$ cat src/rtl/regfile.sv
// Register file for the single-cycle datapath: two combinational read ports,
// one clocked write port, r0 hardwired to zero, optional write-to-read bypass.
module regfile #(
  parameter int n      = 32,
  parameter int AW     = 5,
  parameter int BYPASS = 0
) (
  input  logic          clk,
  input  logic          rst,
  input  logic [AW-1:0] ra1,
  input  logic [AW-1:0] ra2,
  output logic [n-1:0]  rd1,
  output logic [n-1:0]  rd2,
  input  logic          we,
  input  logic [AW-1:0] wa,
  input  logic [n-1:0]  wd,
  output logic          wr_ok
);

  localparam int DEPTH = 2 ** AW;

  logic [n-1:0] mem [DEPTH];
  logic         wr_fire;

  // Write protocol: a write is accepted on the rising edge where we=1, rst=0
  // and wa!=0; there is no back-pressure, so every such edge updates mem.
  assign wr_fire = we && !rst && (wa != '0);

  always_ff @(posedge clk) begin
    if (rst) begin
      for (int i = 0; i < DEPTH; i++) begin
        mem[i] <= '0;
      end
      wr_ok <= 1'b0;
    end else begin
      wr_ok <= wr_fire;
      if (wr_fire) begin
        mem[wa] <= wd;
      end
    end
  end

  // Reads are asynchronous; the bypass only fires on a write that will land.
  always_comb begin
    rd1 = (ra1 == '0) ? '0 : mem[ra1];
    rd2 = (ra2 == '0) ? '0 : mem[ra2];
    if (BYPASS != 0 && wr_fire) begin
      if (ra1 == wa) rd1 = wd;
      if (ra2 == wa) rd2 = wd;
    end
  end

endmodule

$ cat config.mk
export PLATFORM = sky130hd
export DESIGN_NAME = regfile
export DESIGN_NICKNAME = d
export VERILOG_FILES = /design/src/rtl/regfile.sv
export SDC_FILE = /design/constraint.sdc
export NUM_CORES = 2
export LEC_CHECK = 0
export ABC_AREA = 0
export CORE_MARGIN = 2
export CORE_UTILIZATION = 25
export CTS_CLUSTER_SIZE = 24
export DETAILED_ROUTE_END_ITERATION = 6
export PLACE_DENSITY = 0.51
export SLEW_MARGIN = 5
export SYNTH_ARGS = -nofsm -noshare
export SYNTH_HDL_FRONTEND = slang
export SYNTH_SLANG_ARGS = --single-unit
$ cat constraint.sdc
create_clock -name clk -period 2.2 [get_ports clk]
set_input_delay 0.33 -clock clk [delete_from_list [all_inputs] [get_ports clk]]
set_output_delay 0.33 -clock clk [all_outputs]
set_load 0.05 [all_outputs]
## After elaboration in Yosys (flattened, before gate mapping)

Memory sizes are Yosys's and may differ from the RTL's.
Cells that the tools add are included.

- Reductions and logical operators: 7
- Multiplexer cells: 10

Operators by type and width:

| kind | count |
|---|---|
| $mux W32 | 3 |
| $reduce_or A32 Y1 | 1 |
| $logic_not A5 Y1 | 2 |
| $mux W1 | 6 |
| $mux W5 | 1 |
| $reduce_bool A5 Y1 | 1 |
| $logic_and A1 B1 Y1 | 2 |
| $logic_not A1 Y1 | 1 |

- RAM bits: 1024
- Register bits: 1
- Bits of input ports: 50
- Memories: 1

Memory list:

| memory | words | width | rd ports | clocked after memory_dff | wr ports | line | text |
|---|---|---|---|---|---|---|---|
| mem | 32 | 32 | 2 | 0 | 32 | 22 | `logic [n-1:0] mem [DEPTH];` |

## Logic depth before layout (Yosys ltp)

- Depth in word-level cells: 8
- Depth in mapped cells: 9
- Gate-level depth less buffers: 4

## Worst setup path before layout

No wires, ideal clock.

- Path kind: in2out
- Start point: input port ra2[2]
- End point: output port rd2[22]
- Cell stages on the path: 6
- Setup slack: -1.941 ns
- Data arrival time: 3.811 ns
- Data required time: 1.870 ns
- Cell sequence: or3b_2 > clkbuf_1 > clkbuf_1 > o221ai_1 > a221oi_1 > a2111oi_0

- Cells in the longest elaborated chain, start to end: 2
- Elaborated cells on any way between the ends: 3

RTL lines:

| item | line | text |
|---|---|---|
| start, declared | 11 | `input logic [AW-1:0] ra2,` |
| $mem_v2 Z32 W32 / $logic_not A5 Y1 (equally long branches) | n/a |  |
| $mux W32 (*) | 46 | `rd2 = (ra2 == '0) ? '0 : mem[ra2];` |
| end, declared | 13 | `output logic [n-1:0] rd2,` |

Every way passes the cells marked *; elsewhere a longest branch is shown, timed or not.

==> impl_metrics.ini <==
[setup_path]
crit_arrival_ns = 2.76
critPathMaxFanout = 2
cp_common_cell = mux4_2
crit_required_ns = 1.87
critPathBufInv = 2
crit_type = flip-flop to primary output
path_cells = mux4_2 > mux4_2 > o22ai_4 > buf_6 > nor3_4 > buf_12
start_kind = flip-flop
worst_setup_path_end_kind = primary output
max_stage_delay_ns = 0.60
crit_slowest_cell = mux4_2
crit_family = multiplexers

[logic_synthesis]
synthFlopType = edfxtp_1
synthesis.area_mm2 = 0.0541
avgSynthCellArea_um2 = 15.5
synth_area_leaders = edfxtp_1, mux4_2, and2_1
synth_largest_area_cell = edfxtp_1
ys_warn_count = 0
syn_inst = 3498
synth_async_sr_flop_share_pct = 0
ys_seq_area_share_pct = 56.8
synth_edf_count = 1024
synth_most_common_cell = edfxtp_1
ys_types = 37
synth-seq-cells = 1025
synthTopCellsByCount = edfxtp_1, and2_1, mux4_2
yosysTopAreaCellShare_pct = 56.8

[routing]
routedWlPerCell_um = 28.7
drt-total-wl_um = 198000
ant_nets = 0
viasPerCell = 4.95
vias = 34200
drc = 0
drtIter0Drc = 3105
drt_first_pass_iters = 6

[power]
vdd_drop_max_uv = 668
seqPwrFrac_pct = 45.7
pwr-share-comb_pct = 17.4
powerDensity_mw_per_mm2 = 714
power_leakage_nw = 24.5
switching_share_pct = 26.7
p_sw_mw = 13.5
clock_power_share_pct = 36.9
p_int_mw = 37.1

[sta]
rsz0062_at_grt = yes
setup_viol_count_final = 64
worst_pin_slew_ns = 0.654
slew_headroom_pct = 56.4
finalSetupTns_ns = -45.31
final.min_clock_period_ns = 3.09
layout_setup_ws_ns = -0.888
hold_violations = 0
fmax_mhz = 324
finalCritPeriodShare_pct = 140
drv_slew = 0

[global_routing]
grt_pass1_vias = 35600
grt_usage_pct = 17.8
grt_pass1_wl_um = 280000
antenna_found_initial = 9
grt_max_degree = 64
grt_overflow = 0

[die]
die_area_mm2 = 0.220
rows = 170
io_pins = 115
fp.dieH_um = 469
dieWidth_um = 469
initial_core_util_pct = 25.2
coreArea_mm2 = 0.215

[layout]
drive_above_1_share_pct = 40.2
areaGrowthSynthToFinish_pct = 30.9
fin_cells = 6900
finalNetCount = 4018
register_area_mm2 = 0.0308
multi_input_area_mm2 = 0.0246
nFillCells = 20700

[clocking]
tritoncts = built
clock_path_buffers = 3
h-tree-depth = 3
cts.reportedPaths.clkPinSlew_ns = 0.06
cts_buffers = 111
cts.sinks = 1025
cts-root-buf = clkbuf_16

[place]
gp_congestion = 0.831
dpl.hpwl_um = 137000
dp.cells = 6693
dp_slack_ns = -0.998
port_buffers = 114

[outcome]
violations = negative setup slack
status = finished with violations

[worst_hold_path]
hold_class = input port to flip-flop

[flow_run]
cap_violations = 0
[flip-flops by register name (all words and copies together) (netlist names)]
signal  flops
wr_ok       1
mem      1024
[logic make-up (layout without fill, tap and decap cells)]
| logic type | after synthesis | in the layout | share of synthesized area [%] |
|---|---|---|---|
| and+or+nand+nor | 1175 | 1175 | 13.3 |
| DFF | 1025 | 1025 | 56.8 |
| muxes | 652 | 652 | 23.0 |
| buffers and inverters | 385 | 914 | 3.20 |
| AOI/OAI and AO/OA | 260 | 260 | 3.64 |
| other | 1 | 36 | 0.00693 |
[worst paths after layout]
check,start,endpoint,slack (ns),cells after the start
worst min-delay path,wa[1],wr_ok,0.30,2
worst max-delay path,mem[18][16],rd1[16],-0.89,6
[repair_timing]
item	4_1_cts	5_1_grt
gates cloned	0	0
buffers inserted	12	3
endpoints found under the hold margin	1	0
hold buffers	1	0
setup endpoints to repair	65	64
gates resized for setup	186	8
pin swaps	116	15
[final cells by class]
type	count	share of cell area [%]
sequential	1025	43.4
multi-input combinational	2119	34.7
timing repair buffer	709	11.9
tap	2838	5.01
clock buffer	138	4.18
clock inverter	65	0.766
antenna	4	0.0141
inverter	2	0.0106
[stage by stage]
stage                     power [mW]  hold WS, ns  utilization [%]  cell area (µm²)
after floorplan                 28.0        0.462                -            56400
after global placement          31.9        0.809             30.8            66200
after detailed placement        32.0        0.818             30.8            66200
after CTS                       51.0        0.232             32.9            70800
after global routing            52.1        0.272             33.0            70900
final                           50.6        0.298             33.0            70900
[placed cells by master, fill, tap and decap left out, drive strengths merged]
master	synthesis	layout
a32o	3	3
nand2	7	7
clkinvlp	0	10
dlygate4sd3	0	1
o221ai	5	5
nand2b	6	6
nand3	3	3
nor3	55	55
a211oi	9	9
edfxtp	1024	1024
a21oi	6	6
buf	108	666
or3b	3	3
and2	995	995
nor4	7	7
dfxtp	1	1
mux4	471	471
clkinv	0	43
inv	2	6
o22ai	107	107
conb	1	32
mux2i	146	146
a22oi	12	12
dlygate4sd2	0	1
a2111oi	58	58
nor2b	19	19
nand3b	6	6
o31a	1	1
mux2	35	35
a221oi	7	7
or2	33	33
nor4b	1	1
clkbuf	275	140
nor2	38	38
or3	2	2
diode	0	4
a22o	52	52
bufinv	0	8
clkdlybuf4s50	0	39
[per-layer routing]
metal / routed length [µm] / global-route usage, % / part of all wire (%)
met1: 86500 / 24.7 / 44
met2: 93300 / 28.6 / 47
met3: 12000 / 2.70 / 6.0
met4: 6540 / 5.58 / 3.3
met5: 0 / 0 / 0
[power by group through the flow]
| stage | sequential [mW] | combinational [mW] | clock [mW] |
|---|---|---|---|
| floorplan | 23.3 | 4.74 | 0 |
| global placement | 23.5 | 8.40 | 0 |
| detailed placement | 23.5 | 8.42 | 0 |
| CTS | 23.1 | 8.87 | 19.0 |
| global route | 23.3 | 9.13 | 19.8 |
| finish | 23.1 | 8.78 | 18.7 |
Power figures use the tool's default switching activity.
==> edit (same settings) <==
`BYPASS`: 0 -> 1.
--- a/src/rtl/regfile.sv
+++ b/src/rtl/regfile.sv
@@ -4,5 +4,5 @@
   parameter int n      = 32,
   parameter int AW     = 5,
-  parameter int BYPASS = 0
+  parameter int BYPASS = 1
 ) (
   input  logic          clk,
Function: not settled (the Yosys comparison gave no result); the edit may change what the design does.
==> edit against the original RTL <==
  * Core utilization up 0.47 points
  * First-iteration DRC count up 22%
  * Sequential cell count unchanged
  * Power up 3.3%
  * Routed wire length up 15%
  * Area after synthesis up 2.3%
  * Worst setup slack worse by 0.035 ns
  * Die area up 2.3%
  * Cell area up 3.8%
  * Non-clock buffer count up 162
  * Sequential power about the same
  * The flow still finishes with violations (negative setup slack)
  * Combinational power up 13%
  * Via count up 9.7%
==> edit: results <==
export IMPL_failed_checks="negative setup slack"
export IMPL_yosysWarnings=0
export IMPL_status="finished, violations left"
export IMPL_port_buffers=114
export IMPL_netlist_top_cells_count="edfxtp_1 (1024), and2_1 (993), mux4_2 (394)"
export IMPL_final_nets=4430
export IMPL_cp_max_fo=2
export IMPL_seq_area_frac_synth_pct=55.6
export IMPL_p_sw_share_pct=27.1
export IMPL_grt_pass1_vias=38300
export IMPL_netlist_cell_type_count=49
export IMPL_final_layout_size_suffix_gt1_share_pct=39.1
export IMPL_cts_max_level=3
export IMPL_cts_root_buf="clkbuf_16"
export IMPL_grt_total_usage_pct=20.0
export IMPL_antenna_found_initial=11
export IMPL_synth_area_top_cells="edfxtp_1 (56%), mux4_2 (16%), and2_1 (11%), mux2i_1 (4.4%), clkbuf_1 (2.1%)"
export IMPL_power_leakage_nw=26.2
export IMPL_cp_slowest_cell="mux4_2"
export IMPL_cts_buffers=112
export IMPL_async_reset_ff_share_pct=0
export IMPL_clkTransAtPathRegs_ns=0.07
export IMPL_largest_registers="mem (1024), wr_ok (1)"
export IMPL_holdCritPathClass="input port to flop"
export IMPL_p_clk_mw=19.3
export IMPL_cp_top_family="multiplexers"
export IMPL_dp_hpwl_um=162000
export IMPL_setup_slack_ns=-0.923
export IMPL_cp_arrival_ns=2.79
export IMPL_max_stage_delay_ns=0.47
export IMPL_preCtsSetupSlack_ns=-1.26
export IMPL_grt_pass1_wl_um=315000
export IMPL_max_vdd_ir_drop_mv=0.564
export IMPL_first_pass_iters=5
export IMPL_seq_power_mw=23.1
export IMPL_setup_viol=64
export IMPL_wire_per_inst_um=30.7
export IMPL_globalplace_congestion=0.890
export IMPL_synth_edff_count=1024
export IMPL_worstMarginPinSlew_ns=0.777
export IMPL_drt_first_iter_violations=3779
export IMPL_clockBufferDepth=3
export IMPL_vias=37500
export IMPL_grt_max_degree=46
## edit: routing by layer
layer | share of wire (%) | GRT usage [%] | wire (um) | vias up
met3 | 6.4 | 2.98 | 14700 | 357
met1 | 40 | 25.2 | 90900 | 19800
met5 | 0.0079 | 0 | 18 | -
met2 | 48 | 32.8 | 109000 | 1507
met4 | 6.3 | 11.3 | 14300 | 4
li1 | - | - | - | 15800
## edit: final cells by class
type                            count  area (sq um)
Fill cell                       21300        146000
Sequential cell                  1025         30800
Clock inverter                     70           686
Antenna cell                        7          17.5
Timing Repair Buffer              871          9770
Tap cell                         2958          3700
Clock buffer                      135          2950
Inverter                            4          15.0
Multi-Input combinational cell   2366         25700
## edit: metrics by stage
stage          instance area [sq um]  TNS (ns)  cells  power (mW)
3_5_place_dp                   68300   -894.98   7192        32.9
2_1_floorplan                  56900    -28.63   3810        28.0
6_report                       73600    -49.92   7436        52.3
3_3_place_gp                   68300   -856.22   7192        32.8
4_1_cts                        73300    -53.66   7419        52.5
5_1_grt                        73600    -53.42   7431        53.6
## edit: timing repair
action / 4_1_cts / 5_1_grt
resized for setup: 214 / 36
hold buffers: 0 / 0
pin swaps: 108 / 14
cloned: 1 / 2
setup buffers: 25 / 8
setup endpoints to repair: 65 / 210
## edit: worst paths after layout
path                    from      to  depth (start not counted)  slack (ns)
hold / removal         wa[0]   wr_ok                          5        0.34
setup / recovery  mem[24][0]  rd1[0]                          6       -0.92
## edit: logic make-up after synthesis
| group | count (synthesis) | synth area share [%] |
|---|---|---|
| flops | 1025 | 55.6 |
| other cells | 1 | 0.00677 |
| buf+inv | 419 | 3.10 |
| simple gates | 1229 | 13.4 |
| xor+xnor | 10 | 0.158 |
| compound gates | 357 | 5.34 |
| mux | 738 | 22.5 |
